[config.mk]
export PLATFORM = sky130hd
export DESIGN_NAME = array_stream_loader
export DESIGN_NICKNAME = d
export VERILOG_FILES = /design/src/rtl/array_stream_loader.sv
export SDC_FILE = /design/constraint.sdc
export NUM_CORES = 1
export LEC_CHECK = 0
export CAP_MARGIN = 10
export CORE_MARGIN = 3
export CORE_UTILIZATION = 50
export CTS_CLUSTER_DIAMETER = 100
export CTS_CLUSTER_SIZE = 28
export DETAILED_ROUTE_END_ITERATION = 7
export GPL_TIMING_DRIVEN = 0
export PLACE_DENSITY = 0.8
export SYNTH_ARGS = -nofsm -noshare
export SYNTH_HDL_FRONTEND = slang
export SYNTH_SLANG_ARGS = --single-unit
export TNS_END_PERCENT = 5
[constraint.sdc]
create_clock -name clk -period 3.9 [get_ports clk]
set_input_delay 1.17 -clock clk [delete_from_list [all_inputs] [get_ports clk]]
set_output_delay 1.17 -clock clk [all_outputs]
set_load 0.005 [all_outputs]
[src/rtl/array_stream_loader.sv]
// Streams NBITS-wide words into a D0 x D1 x D2 register array in row-major order and offers a registered read port.
// Define ARRAY_STREAM_LOADER_CKSUM_EN to add a running modulo-2^NBITS checksum of the accepted words.
module array_stream_loader #(
  parameter int D0    = 3,
  parameter int D1    = 2,
  parameter int D2    = 4,
  parameter int NBITS = 16,
  localparam int IW   = (D0 > 1) ? $clog2(D0) : 1,
  localparam int JW   = (D1 > 1) ? $clog2(D1) : 1,
  localparam int KW   = (D2 > 1) ? $clog2(D2) : 1
) (
  input  logic             clk,
  input  logic             rst_n,
  input  logic             start,
  input  logic [NBITS-1:0] in_data,
  input  logic             in_valid,
  output logic             in_ready,
  output logic             busy,
  output logic             done,
  input  logic [IW-1:0]    rd_i,
  input  logic [JW-1:0]    rd_j,
  input  logic [KW-1:0]    rd_k,
  output logic [NBITS-1:0] rd_data,
  output logic [NBITS-1:0] arr [D0][D1][D2],
  output logic [NBITS-1:0] cksum
);

  typedef enum logic [1:0] {IDLE, LOAD, DONE} state_t;

  localparam logic [IW-1:0] I_LAST = IW'(D0 - 1);
  localparam logic [JW-1:0] J_LAST = JW'(D1 - 1);
  localparam logic [KW-1:0] K_LAST = KW'(D2 - 1);

  state_t        state;
  logic [IW-1:0] i;
  logic [JW-1:0] j;
  logic [KW-1:0] k;
  logic          accept;
  logic          last_elem;
  logic          rd_oob;
  logic          restart;

  assign accept    = in_valid && in_ready;
  assign last_elem = (i == I_LAST) && (j == J_LAST) && (k == K_LAST);
  assign restart   = start && (state != LOAD);
  assign rd_oob    = ({1'b0, rd_i} >= (IW+1)'(D0)) ||
                     ({1'b0, rd_j} >= (JW+1)'(D1)) ||
                     ({1'b0, rd_k} >= (KW+1)'(D2));

  always_ff @(posedge clk or negedge rst_n) begin
    if (!rst_n) begin
      state    <= IDLE;
      in_ready <= 1'b0;
      busy     <= 1'b0;
      done     <= 1'b0;
      i        <= '0;
      j        <= '0;
      k        <= '0;
    end else begin
      case (state)
        IDLE, DONE: begin
          if (start) begin
            state    <= LOAD;
            in_ready <= 1'b1;
            busy     <= 1'b1;
            done     <= 1'b0;
            i        <= '0;
            j        <= '0;
            k        <= '0;
          end
        end
        LOAD: begin
          // START is deliberately not examined here; only accepts move the load forward.
          if (accept) begin
            if (last_elem) begin
              state    <= DONE;
              in_ready <= 1'b0;
              busy     <= 1'b0;
              done     <= 1'b1;
              i        <= '0;
              j        <= '0;
              k        <= '0;
            end else if (k == K_LAST) begin
              k <= '0;
              if (j == J_LAST) begin
                j <= '0;
                i <= i + 1'b1;
              end else begin
                j <= j + 1'b1;
              end
            end else begin
              k <= k + 1'b1;
            end
          end
        end
        default: begin
          state    <= IDLE;
          in_ready <= 1'b0;
          busy     <= 1'b0;
          done     <= 1'b0;
        end
      endcase
    end
  end

  // Reset loads a recognisable ramp so consumers see defined contents before any load.
  always_ff @(posedge clk or negedge rst_n) begin
    if (!rst_n) begin
      for (int a = 0; a < D0; a++)
        for (int b = 0; b < D1; b++)
          for (int c = 0; c < D2; c++)
            arr[a][b][c] <= NBITS'(a*D1*D2 + b*D2 + c);
      rd_data <= '0;
    end else begin
      if (accept)
        arr[i][j][k] <= in_data;
      rd_data <= rd_oob ? '0 : arr[rd_i][rd_j][rd_k];
    end
  end

`ifdef ARRAY_STREAM_LOADER_CKSUM_EN
  always_ff @(posedge clk or negedge rst_n) begin
    if (!rst_n)
      cksum <= '0;
    else if (restart)
      cksum <= '0;
    else if (accept)
      cksum <= cksum + in_data;
  end
`else
  assign cksum = '0;
`endif

endmodule

# After elaboration in Yosys (flattened, before gate mapping)
# Index checks and enable logic that the tools add are counted.
[word_totals]
ff_bits = 409
latch_bits = 0
ram_bits = 0
romBits = 0
input_bits = 25
out_inout_bits = 419
elab_cells = 116
n_memories = 0
[op_classes]
addsub = 3
mul = 0
div_mod_pow = 0
order_cmp = 10
n_eq_ne = 9
n_shift = 0
mux = 44
bitwise = 6
n_reduce_logical = 13
[ops]
columns = ["op", "n"]
rows = [
  ["$bwmux W384", 1],
  ["$mux W128", 3],
  ["$bmux W128 S2", 1],
  ["$demux W128 S2", 1],
  ["$mux W64", 4],
  ["$demux W64 S1", 1],
  ["$mux W16", 4],
  ["$bmux W16 S2", 1],
  ["$demux W16 S2", 1],
  ["$mux W2", 11],
  ["$ge A3 B3 Y1 const B", 4],
  ["$not A2 Y3", 4],
  ["$pmux W2 S2", 3],
  ["$mux W1", 10],
  ["$eq A2 B2 Y1 const B", 3],
  ["$ge A2 B2 Y1 const B", 3],
  ["$logic_and A1 B1 Y1", 6],
  ["$lt A3 B1 Y1 const B", 2],
  ["$ne A2 B2 Y1 const B", 3],
  ["$ne A3 B3 Y1 const B", 2],
  ["$pmux W1 S2", 3],
  ["$reduce_and A3 Y1", 2],
  ["$reduce_and A5 Y1", 1],
  ["$add A2 B1 Y2 const B", 2],
  ["other kinds (8)", 9],
]

# Longest topological paths before layout
# Gate-level depths: netlist of run 1.
[logic_depth]
depth_word = 11
mapped_depth = 8
mapped_depth_nobuf = 6

# Worst setup path after synthesis of run 1
# OpenSTA, ideal clock, no wires.
[synth_timing]
path_type = "input -> register"
from = "input in_valid"
to = "register arr[138] in the netlist's numbering"
setup_ns = 0.125
arrival_time_ns = 2.457
required_ns = 3.775
path_slack_ns = 1.318
stages = 5
path_buffers = 2
cell_sequence = "clkbuf_2 -> nand3_2 -> nor2_2 -> buf_2 -> mux2_2"
[synth_between]
elab_chain_len = 1
[synth_rtl]
columns = ["item", "line_no", "text"]
rows = [
  ["start, declared", "16", "input logic in_valid,"],
  ["$logic_and A1 B1 Y1", "43", "assign accept = in_valid && in_ready;"],
  ["end signal, assigned by index", "112", "arr[a][b][c] <= NBITS'(a*D1*D2 + b*D2 + c);"],
  ["end signal, assigned by index", "116", "arr[i][j][k] <= in_data;"],
  ["end, declared", "24", "output logic [NBITS-1:0] arr [D0][D1][D2],"],
]
# Every way passes these cells.
# A chain may end at the register's enable or synchronous reset.

# Worst setup path in the final report of run 1
[layout_timing]
from = "input rd_i[1]"
to = "register rd_data[8]"
[layout_between]
elab_chain_len = 11
[layout_rtl]
columns = ["item", "line_no", "text"]
rows = [
  ["start, declared", "20", "input logic [IW-1:0] rd_i,"],
  ["$not A2 Y3 (implied by the code)", "117", "rd_data <= rd_oob ? '0 : arr[rd_i][rd_j][rd_k];"],
  ["$bmux W128 S2", "117", ""],
  ["$mux W128 (implied by the code) (2 in a row)", "117", ""],
  ["$mux W64 (implied by the code) (3 in a row)", "117", ""],
  ["$bmux W16 S2", "117", ""],
  ["$mux W16 (implied by the code) (2 in a row)", "117", ""],
  ["$mux W16 (*)", "117", ""],
  ["end signal, assigned", "117", ""],
  ["end, declared", "23", "output logic [NBITS-1:0] rd_data,"],
]
# Every way passes the cells marked *; elsewhere a longest branch is shown, timed or not. The select of a mux whose other input is x is not followed.

==> results.cfg, run 1 <==
[power_and_ir_drop]
leakage_nw = 10.6
power_mw = 17.3
power.internal_mw = 11.5
clockPowerShare_pct = 13.6
p_switching_mw = 5.87
peakVddDrop_v = 0.000473
p_sw_share_pct = 33.9
powerDensity_mw_per_mm2 = 720
pwr-share-comb_pct = 41.1
pwr-share-seq_pct = 45.3

[clock_tree]
post_cts.repair.setup_buffers = 0
clock_path_buffers = 3
clk_latency_ps = 550
cts.reportedPaths.clkPinSlew_ps = 110
hold_buffers = 0
cts-root-buf = clkbuf_16
clkSinkCount = 408
htree_levels = 1
numCtsBuffers = 18
cts_tree = yes

[detailed_routing]
drtIter0Drc = 2245
wirelength_um = 82200
drc_errors = 0
via_per_inst = 6.63
dr.pass1.iters = 7
avgRoutedWirePerCell_um = 33.9
vias = 16068
ant_nets = 0

[global_route]
grt_start_max_net_pins = 121
antenna_found_initial = 1
grt.total_usage_pct = 40.4
grt_pass1_vias = 15866
grt_pass1_wl_um = 113000
grt-ovfl-total = 0

[timing]
hold_violations = 0
relSlewSlack_pct = 10.4
rsz0062_at_grt = true
period_share_pct = 103
fmax_mhz = 249
fin_crit_ps = 4020
skew_ps = 23.5
worst_pin_slew_ps = 1340
finalWorstSetupSlack_ps = -123
finalMaxSlewViolations = 0
setup_viol = 5

[synth]
yosysTopAreaCellShare_pct = 48.0
synth-seq-area-share_pct = 55.4
ys_types = 55
async_flop_share_pct = 100
syn_area_sq_mm = 0.0186
synth_area_per_cell_sq_um = 12.5
synth.ff_latch_count = 408
yosysTopAreaCell = dfrtp_1
synthCells = 1488
yosys_warnings = 0
synth_commonest_cells = 356 x dfrtp_1, 351 x mux2_2, 75 x o21ai_0, 67 x nand2_1
synth.most_common_cell = dfrtp_1
synth_edf_count = 0
synthFlopType = dfrtp_1
synth_area_leaders = dfrtp_1 48%, mux2_2 21%, dfstp_2 7.4%

[finish]
final_area_sq_mm = 0.0241
nets = 1984
layout-area-overhead-vs-synth_pct = 29.8
diodes = 0
regArea_sq_mm = 0.0103
multiInputGateArea_sq_mm = 0.00746
layout-drive-gt1-share_pct = 27.7
fillCellCount = 2795

[setup_path]
start_kind = input pin
cpMaxStageDelayCell = clkdlybuf4s15_1
crit_chain = clkdlybuf4s50_1 -> buf_2 -> clkdlybuf4s15_1 -> clkbuf_1 -> a221oi_1 -> a311oi_1 -> a31oi_1
max_stage_delay_ps = 760
cp_data_required_time_ps = 4290
cp_max_fo = 10
path_class = input pin to flip-flop
crit_arrival_ps = 4420
cp-end-kind = flip-flop

[floorplan]
die_w_um = 199
rows = 69
die_area_sq_mm = 0.0395
core-area_sq_mm = 0.0361
ioPinCount = 444
die_h_um = 199
initial_core_util_pct = 51.4

[place]
dp_slack_ps = -660
dp_hpwl_um = 57900
place_area_sq_mm = 0.0235
gp_congestion = 0.986
portBuffers = 426

[run_status]
status = finished with violations
violations = setup timing

[hold_path]
hp-class = flip-flop to flip-flop

[flow_run]
maxCapViolations = 0
cell families (layout without fill, tap and decap cells):
| family | Yosys count | in the layout | synth area share, % |
|---|---|---|---|
| muxes | 376 | 376 | 22.9 |
| buffers and inverters | 188 | 649 | 4.72 |
| and+or+nand+nor | 203 | 203 | 5.26 |
| other | 1 | 16 | 0.0202 |
| adders and majority gates | 7 | 7 | 0.472 |
| DFF | 408 | 408 | 55.4 |
| AOI/OAI and AO/OA | 305 | 305 | 11.3 |
stage by stage:
stage          instances  hold slack, ps  TNS (ps)  util [%]
3_3_place_gp        2390             507  -6174280      65.0
5_1_grt             2425             536     -60.9      66.7
3_5_place_dp        2393             505     -5260      65.2
6_report            2425             521      -171      66.7
2_1_floorplan       1503             492         0         -
4_1_cts             2425             522         0      66.7
what timing repair did:
item                       CTS  global route
hold endpoints to repair     0             0
resized for setup            1             3
setup endpoints to repair    1             2
worst max-delay path, delay by kind of cell:
kind                   cells  cell delay, ps
buffers and inverters      4            2340
AOI/OAI and AO/OA          3             890
worst paths after layout:
check	endpoint	start	cells after the start	slack, ps
min in group asynchronous	i[0]	rst_n	1	630
max	rd_data[8]	rd_i[1]	7	-120
max in group asynchronous	arr[362]	rst_n	3	1820
max reg2reg	arr[141]	i[1]	6	960
min	arr[68]	arr[68]	2	520
min reg2reg	arr[68]	arr[68]	2	520
cell type report:
cell class | instances | share of cell area [%]
multi-input cells | 907 | 31.0
repair buffers | 429 | 18.1
inverters | 47 | 0.732
clock buffers | 31 | 2.16
plain buffers | 141 | 2.94
clock inverters | 1 | 0.0675
flip-flops and latches | 408 | 42.7
well taps | 461 | 2.39
registers in the layout (all words and copies together) (netlist names):
register and count:
rd_data 16, arr 384, busy 1, k 2
i 2, done 1, j 1, state 1
layout by cell type, fill, tap and decap left out, drive strengths merged, types with 5 or more instances in the layout:
master and count:
nor2 67, clkbuf 87, buf 88, conb 16
o21ai 75, a32oi 5, nand2 67, o221ai 33
a22oi 5, or3 15, inv 45, nor3 5
ha 7, a221oi 17, o311ai 11, nand2b 23
o31ai 9, dfrtp 356, o21bai 14, clkdlybuf4s50 425
mux2i 22, mux2 351, nand3 18, dfstp 52
a21oi 28, o22ai 60, o2111ai 14, a31oi 7
power groups by stage:
stage               clock, mW  sequential (mW)  combinational (mW)
floorplan                   0             7.38                2.47
global placement            0             7.77                6.92
detailed placement          0             7.84                7.08
CTS                      2.33             7.76                7.12
global route             2.45             7.96                7.53
finish                   2.35             7.85                7.13
per-layer routing:
| layer | GRT usage [%] | vias to the layer above | wire, um |
|---|---|---|---|
| li1 | - | 6323 | - |
| met1 | 50.5 | 8009 | 28800 |
| met2 | 62.2 | 1370 | 36500 |
| met3 | 13.1 | 366 | 10800 |
| met4 | 23.2 | 0 | 6070 |
| met5 | 0 | - | 0 |
(Power assumes the default switching activity.)
==> run 2, diff against run 1 <==
--- a/config.mk
+++ b/config.mk
@@ -6,13 +6,14 @@
 export NUM_CORES = 1
 export LEC_CHECK = 0
 export CAP_MARGIN = 10
-export CORE_MARGIN = 3
+export CORE_MARGIN = 1
 export CORE_UTILIZATION = 50
 export CTS_CLUSTER_DIAMETER = 100
 export CTS_CLUSTER_SIZE = 28
 export DETAILED_ROUTE_END_ITERATION = 7
 export GPL_TIMING_DRIVEN = 0
-export PLACE_DENSITY = 0.8
+export PLACE_DENSITY = 0.89
+export RECOVER_POWER = 25
 export SYNTH_ARGS = -nofsm -noshare
 export SYNTH_HDL_FRONTEND = slang
 export SYNTH_SLANG_ARGS = --single-unit
==> results.cfg, run 2 (synthesis gave the netlist of run 1 again) <==
[floorplan]
die_h_um = 195
rows = 70
die_area_sq_mm = 0.0379
ioPinCount = 444
die_w_um = 195
core-area_sq_mm = 0.0365
initial_core_util_pct = 50.8

[setup_path]
rr_startpoint = k[0]
cp_max_fo = 10
path_class = input pin to flip-flop
crit_arrival_ps = 4470
cp_data_required_time_ps = 4290
crit_start = rd_i[1]
start_kind = input pin
r2r_end = arr[138]
reg2reg_slack_ps = 880
cp-end-kind = flip-flop
reg2reg_depth = 5

[global_route]
grt_pass1_wl_um = 116000
antenna_found_initial = 1
grt.total_usage_pct = 43.1
grt_start_max_net_pins = 130
grt_pass1_vias = 16601
grt-ovfl-total = 0

[finish]
final_common_cell = clkdlybuf4s50_1
final_cell_mix = 424 x clkdlybuf4s50_1, 356 x dfrtp_1, 351 x mux2_2
utilization_pct = 65.9
largest_reg_flops = 384
layout-drive-gt1-share_pct = 27.7
nets = 1984
top_register = arr
layout-area-overhead-vs-synth_pct = 29.7
largestRegisters = arr (384), rd_data (16)

[run_status]
violations = capacitance limit, slew limit, setup timing
status = finished with violations

[detailed_routing]
drtIter0Drc = 2301
dr.pass1.iters = 8
ant_nets = 0
vias = 16525
avgRoutedWirePerCell_um = 33.9
wirelength_um = 82500
drc_errors = 0
via_per_inst = 6.79

[hold_path]
whs_endpoint = arr[2]
hold_depth = 2
worstHoldStart = arr[2]
hp-class = flip-flop to flip-flop

[power_and_ir_drop]
p_switching_mw = 5.93
p_sw_share_pct = 34.1
clockPowerShare_pct = 13.5
pwr-share-comb_pct = 41.2
peakVddDrop_v = 0.000512
powerDensity_mw_per_mm2 = 723
leakage_nw = 10.6
power.internal_mw = 11.5
power_mw = 17.4
pwr-share-seq_pct = 45.2

[place]
gp_congestion = 0.942
dp_hpwl_um = 57900
dp_slack_ps = -668
portBuffers = 426

[clock_tree]
cts_tree = yes
clk_latency_ps = 550
hold_buffers = 0
cts-root-buf = clkbuf_16
clkSinkCount = 408
cts.reportedPaths.clkPinSlew_ps = 110
numCtsBuffers = 18
clock_path_buffers = 3
htree_levels = 1
post_cts.repair.setup_buffers = 0

[timing]
worst_pin_slew_ps = 2260
finalMaxSlewViolations = 88
fmax_mhz = 245
rsz0062_at_grt = true
hold_violations = 0
finalWorstSetupSlack_ps = -182
period_share_pct = 105
fin_crit_ps = 4080
relSlewSlack_pct = -50.9
skew_ps = 21.2
setup_viol = 3

[flow_run]
maxCapViolations = 1
==> run 2: power groups by stage <==
stage          clock network, mW  logic (mW)  registers, mW
2_1_floorplan                  0        2.47           7.38
3_3_place_gp                   0        6.84           7.76
3_5_place_dp                   0        7.08           7.83
4_1_cts                     2.31        7.12           7.75
5_1_grt                     2.45        7.53           7.97
6_report                    2.35        7.17           7.87
==> run 2: worst max path at each step <==
stage                 endpoint  slack (ps)  cells after the start
floorplan             arr[138]        1320                      5
global placement          done      -15460                      1
detailed placement  rd_data[8]        -670                      8
CTS                 rd_data[1]         100                      8
global route        rd_data[8]         -30                      7
finish              rd_data[8]        -180                      7
==> run 2: final cells by class <==
cell class / instances / area (sq um)
diodes: 1 / 2.50
plain buffers: 141 / 702
clock buffers: 31 / 520
clock inverters: 1 / 16.3
fillers: 2701 / 12500
inverters: 47 / 176
multi-input cells: 907 / 7460
flip-flops and latches: 408 / 10300
well taps: 468 / 586
repair buffers: 429 / 4330
==> run 2: through the flow <==
| stage | cells | TNS (ps) | area [sq um] | hold WS (ps) |
|---|---|---|---|---|
| floorplan | 1503 | 0 | 18600 | 492 |
| global placement | 2397 | -6025390 | 23500 | 505 |
| detailed placement | 2400 | -5070 | 23500 | 505 |
| CTS | 2432 | 0 | 24100 | 521 |
| global route | 2433 | -28.7 | 24100 | 558 |
| finish | 2433 | -238 | 24100 | 522 |
==> run 2: layer usage <==
metal | track usage [%] | wire, um | vias up
met2 | 64.6 | 36000 | 1594
met5 | 0 | 0 | -
met3 | 18.8 | 12900 | 407
li1 | - | - | 6336
met1 | 50.9 | 27500 | 8188
met4 | 26.7 | 6180 | 0
==> run 2: repair_timing <==
item,4_1_cts,5_1_grt
endpoints found under the setup margin,1,3
hold endpoints to repair,0,0
cloned,0,0
resized for setup,1,4
==> run 2: critical path, stage by stage <==
cell and delay, ps:
clkdlybuf4s50_1 470, buf_2 360, clkbuf_1 830, clkbuf_1 790, a221oi_1 220, a311oi_1 480
a31oi_1 130
==> run 3, diff against run 2 <==
--- a/config.mk
+++ b/config.mk
@@ -7,12 +7,12 @@
 export LEC_CHECK = 0
 export CAP_MARGIN = 10
 export CORE_MARGIN = 1
-export CORE_UTILIZATION = 50
+export CORE_UTILIZATION = 45
 export CTS_CLUSTER_DIAMETER = 100
 export CTS_CLUSTER_SIZE = 28
 export DETAILED_ROUTE_END_ITERATION = 7
 export GPL_TIMING_DRIVEN = 0
-export PLACE_DENSITY = 0.89
+export PLACE_DENSITY = 0.82
 export RECOVER_POWER = 25
 export SYNTH_ARGS = -nofsm -noshare
 export SYNTH_HDL_FRONTEND = slang
==> results.cfg, run 3 (synthesis gave the netlist of run 1 again) <==
[place]
place_area_sq_mm = 0.0236
dp_slack_ps = -952
dp_hpwl_um = 59600
portBuffers = 426
gp_congestion = 0.925

[setup_path]
crit_arrival_ps = 4450
cp_max_fo = 10
rr_startpoint = i[0]
path_class = input pin to flip-flop
crit_chain = clkdlybuf4s50_1 -> buf_2 -> buf_2 -> buf_2 -> clkbuf_2 -> a21oi_1 -> a311oi_1 -> a31oi_1
cp_top_family = buffers and inverters
reg2reg_depth = 6
path_buf_inv = 5
cp-end-kind = flip-flop
max_stage_delay_ps = 490
path_depth = 8
crit_start = rd_i[1]
cpMaxStageDelayCell = buf_2
cp_data_required_time_ps = 4290
crit_top_cell = buf_2
start_kind = input pin

[finish]
largestRegisters = arr (384), rd_data (16)
final_common_cell = clkdlybuf4s50_1
fillCellCount = 3276
layout-drive-gt1-share_pct = 27.6
layout-area-overhead-vs-synth_pct = 30.1
final_cell_mix = 424 x clkdlybuf4s50_1, 356 x dfrtp_1, 351 x mux2_2
regArea_sq_mm = 0.0103
final_area_sq_mm = 0.0241
largest_reg_flops = 384
top_register = arr
nets = 1984
multiInputGateArea_sq_mm = 0.00744

[power_and_ir_drop]
p_sw_share_pct = 33.8
leakage_nw = 10.6
powerDensity_mw_per_mm2 = 719
power_mw = 17.3
power.internal_mw = 11.5
clockPowerShare_pct = 13.6
pwr-share-comb_pct = 41.5
p_switching_mw = 5.86
pwr-share-seq_pct = 44.9
peakVddDrop_v = 0.000393

[hold_path]
hold_depth = 2
hp-class = flip-flop to flip-flop
worstHoldStart = arr[0]

[timing]
skew_ps = 22.2
setup_viol = 8
fin_tns_setup_ps = -709
fin_crit_ps = 4060
rsz0062_at_grt = true
hold_violations = 0
worst_pin_slew_ps = 1630
finalWorstSetupSlack_ps = -164
fmax_mhz = 246
period_share_pct = 104
relSlewSlack_pct = -8.63
finalMaxSlewViolations = 190

[clock_tree]
clkSinkCount = 408
post_cts.repair.setup_buffers = 0
clk_latency_ps = 560
numCtsBuffers = 18
clock_path_buffers = 3
hold_buffers = 0
cts.reportedPaths.clkPinSlew_ps = 110
htree_levels = 1
cts-root-buf = clkbuf_16
cts_tree = yes

[detailed_routing]
dr.pass1.iters = 7
drtIter0Drc = 1872
ant_nets = 0
via_per_inst = 6.46
avgRoutedWirePerCell_um = 34.1
drc_errors = 0
wirelength_um = 85100
vias = 16148

[run_status]
violations = capacitance limit, slew limit, setup timing
status = finished with violations

[global_route]
antenna_found_initial = 1
grt_pass1_vias = 16174
grt-ovfl-total = 0
grt_start_max_net_pins = 128
grt_pass1_wl_um = 118000
grt.total_usage_pct = 40.1

[flow_run]
maxCapViolations = 2

[floorplan]
die_w_um = 205
die_area_sq_mm = 0.0420
core-area_sq_mm = 0.0407
ioPinCount = 444
die_h_um = 205
rows = 74
initial_core_util_pct = 45.5
-- run 3: cell types whose count changed in the layout (fill, tap and decap cells not counted), moves of 2 or more --
cell      delta
clkbuf_1     -5
nor2_1       +4
nor2_2       -4
clkbuf_2     +2
clkbuf_8     +2
nand3_1      +2
nand3_2      -2
-- run 3: through the flow --
step / instances / utilization [%] / hold slack (ps)
global route: 2496 / 59.2 / 561
floorplan: 1503 / - / 492
detailed placement: 2464 / 58.0 / 516
finish: 2498 / 59.3 / 534
global placement: 2461 / 57.8 / 507
CTS: 2496 / 59.4 / 534
-- run 3: power groups by stage --
stage | Sequential (mW) | Combinational [mW] | Clock [mW]
floorplan | 7.38 | 2.47 | 0
global placement | 7.70 | 6.95 | 0
detailed placement | 7.77 | 7.13 | 0
CTS | 7.70 | 7.17 | 2.36
global route | 7.91 | 7.63 | 2.48
finish | 7.78 | 7.20 | 2.37
-- run 3: layout make-up --
| type | count | area share [%] |
|---|---|---|
| timing repair buffer | 429 | 17.9 |
| clock inverter | 2 | 0.0467 |
| multi-input combinational | 907 | 30.8 |
| inverter | 47 | 0.731 |
| buffer | 141 | 2.94 |
| sequential | 408 | 42.6 |
| clock buffer | 30 | 2.22 |
| tap | 532 | 2.76 |
| antenna | 2 | 0.0207 |
-- run 3: timing repair --
| action | 4_1_cts | 5_1_grt |
|---|---|---|
| resized for setup | 2 | 7 |
| endpoints found under the setup margin | 5 | 9 |
| cloned | 0 | 0 |
-- run 3: worst min-delay path: stages (launching register included) --
cell and delay (ps):
dfstp_2 390, inv_1 60, o21ai_0 90
-- run 3: per-layer routing --
| layer | share of wire (%) | global-route usage, % | vias up |
|---|---|---|---|
| li1 | - | - | 6350 |
| met1 | 36 | 48.9 | 8097 |
| met2 | 43 | 59.7 | 1355 |
| met3 | 14 | 16.1 | 346 |
| met4 | 6.9 | 23.8 | 0 |
| met5 | 0 | 0 | - |
-- run 3: worst paths after layout --
check	endpoint	slack [ps]
max	rd_data[8]	-160
min	arr[0]	530
max reg2reg	arr[27]	650
min reg2reg	arr[0]	530
max in group asynchronous	arr[196]	480
min in group asynchronous	done	1010
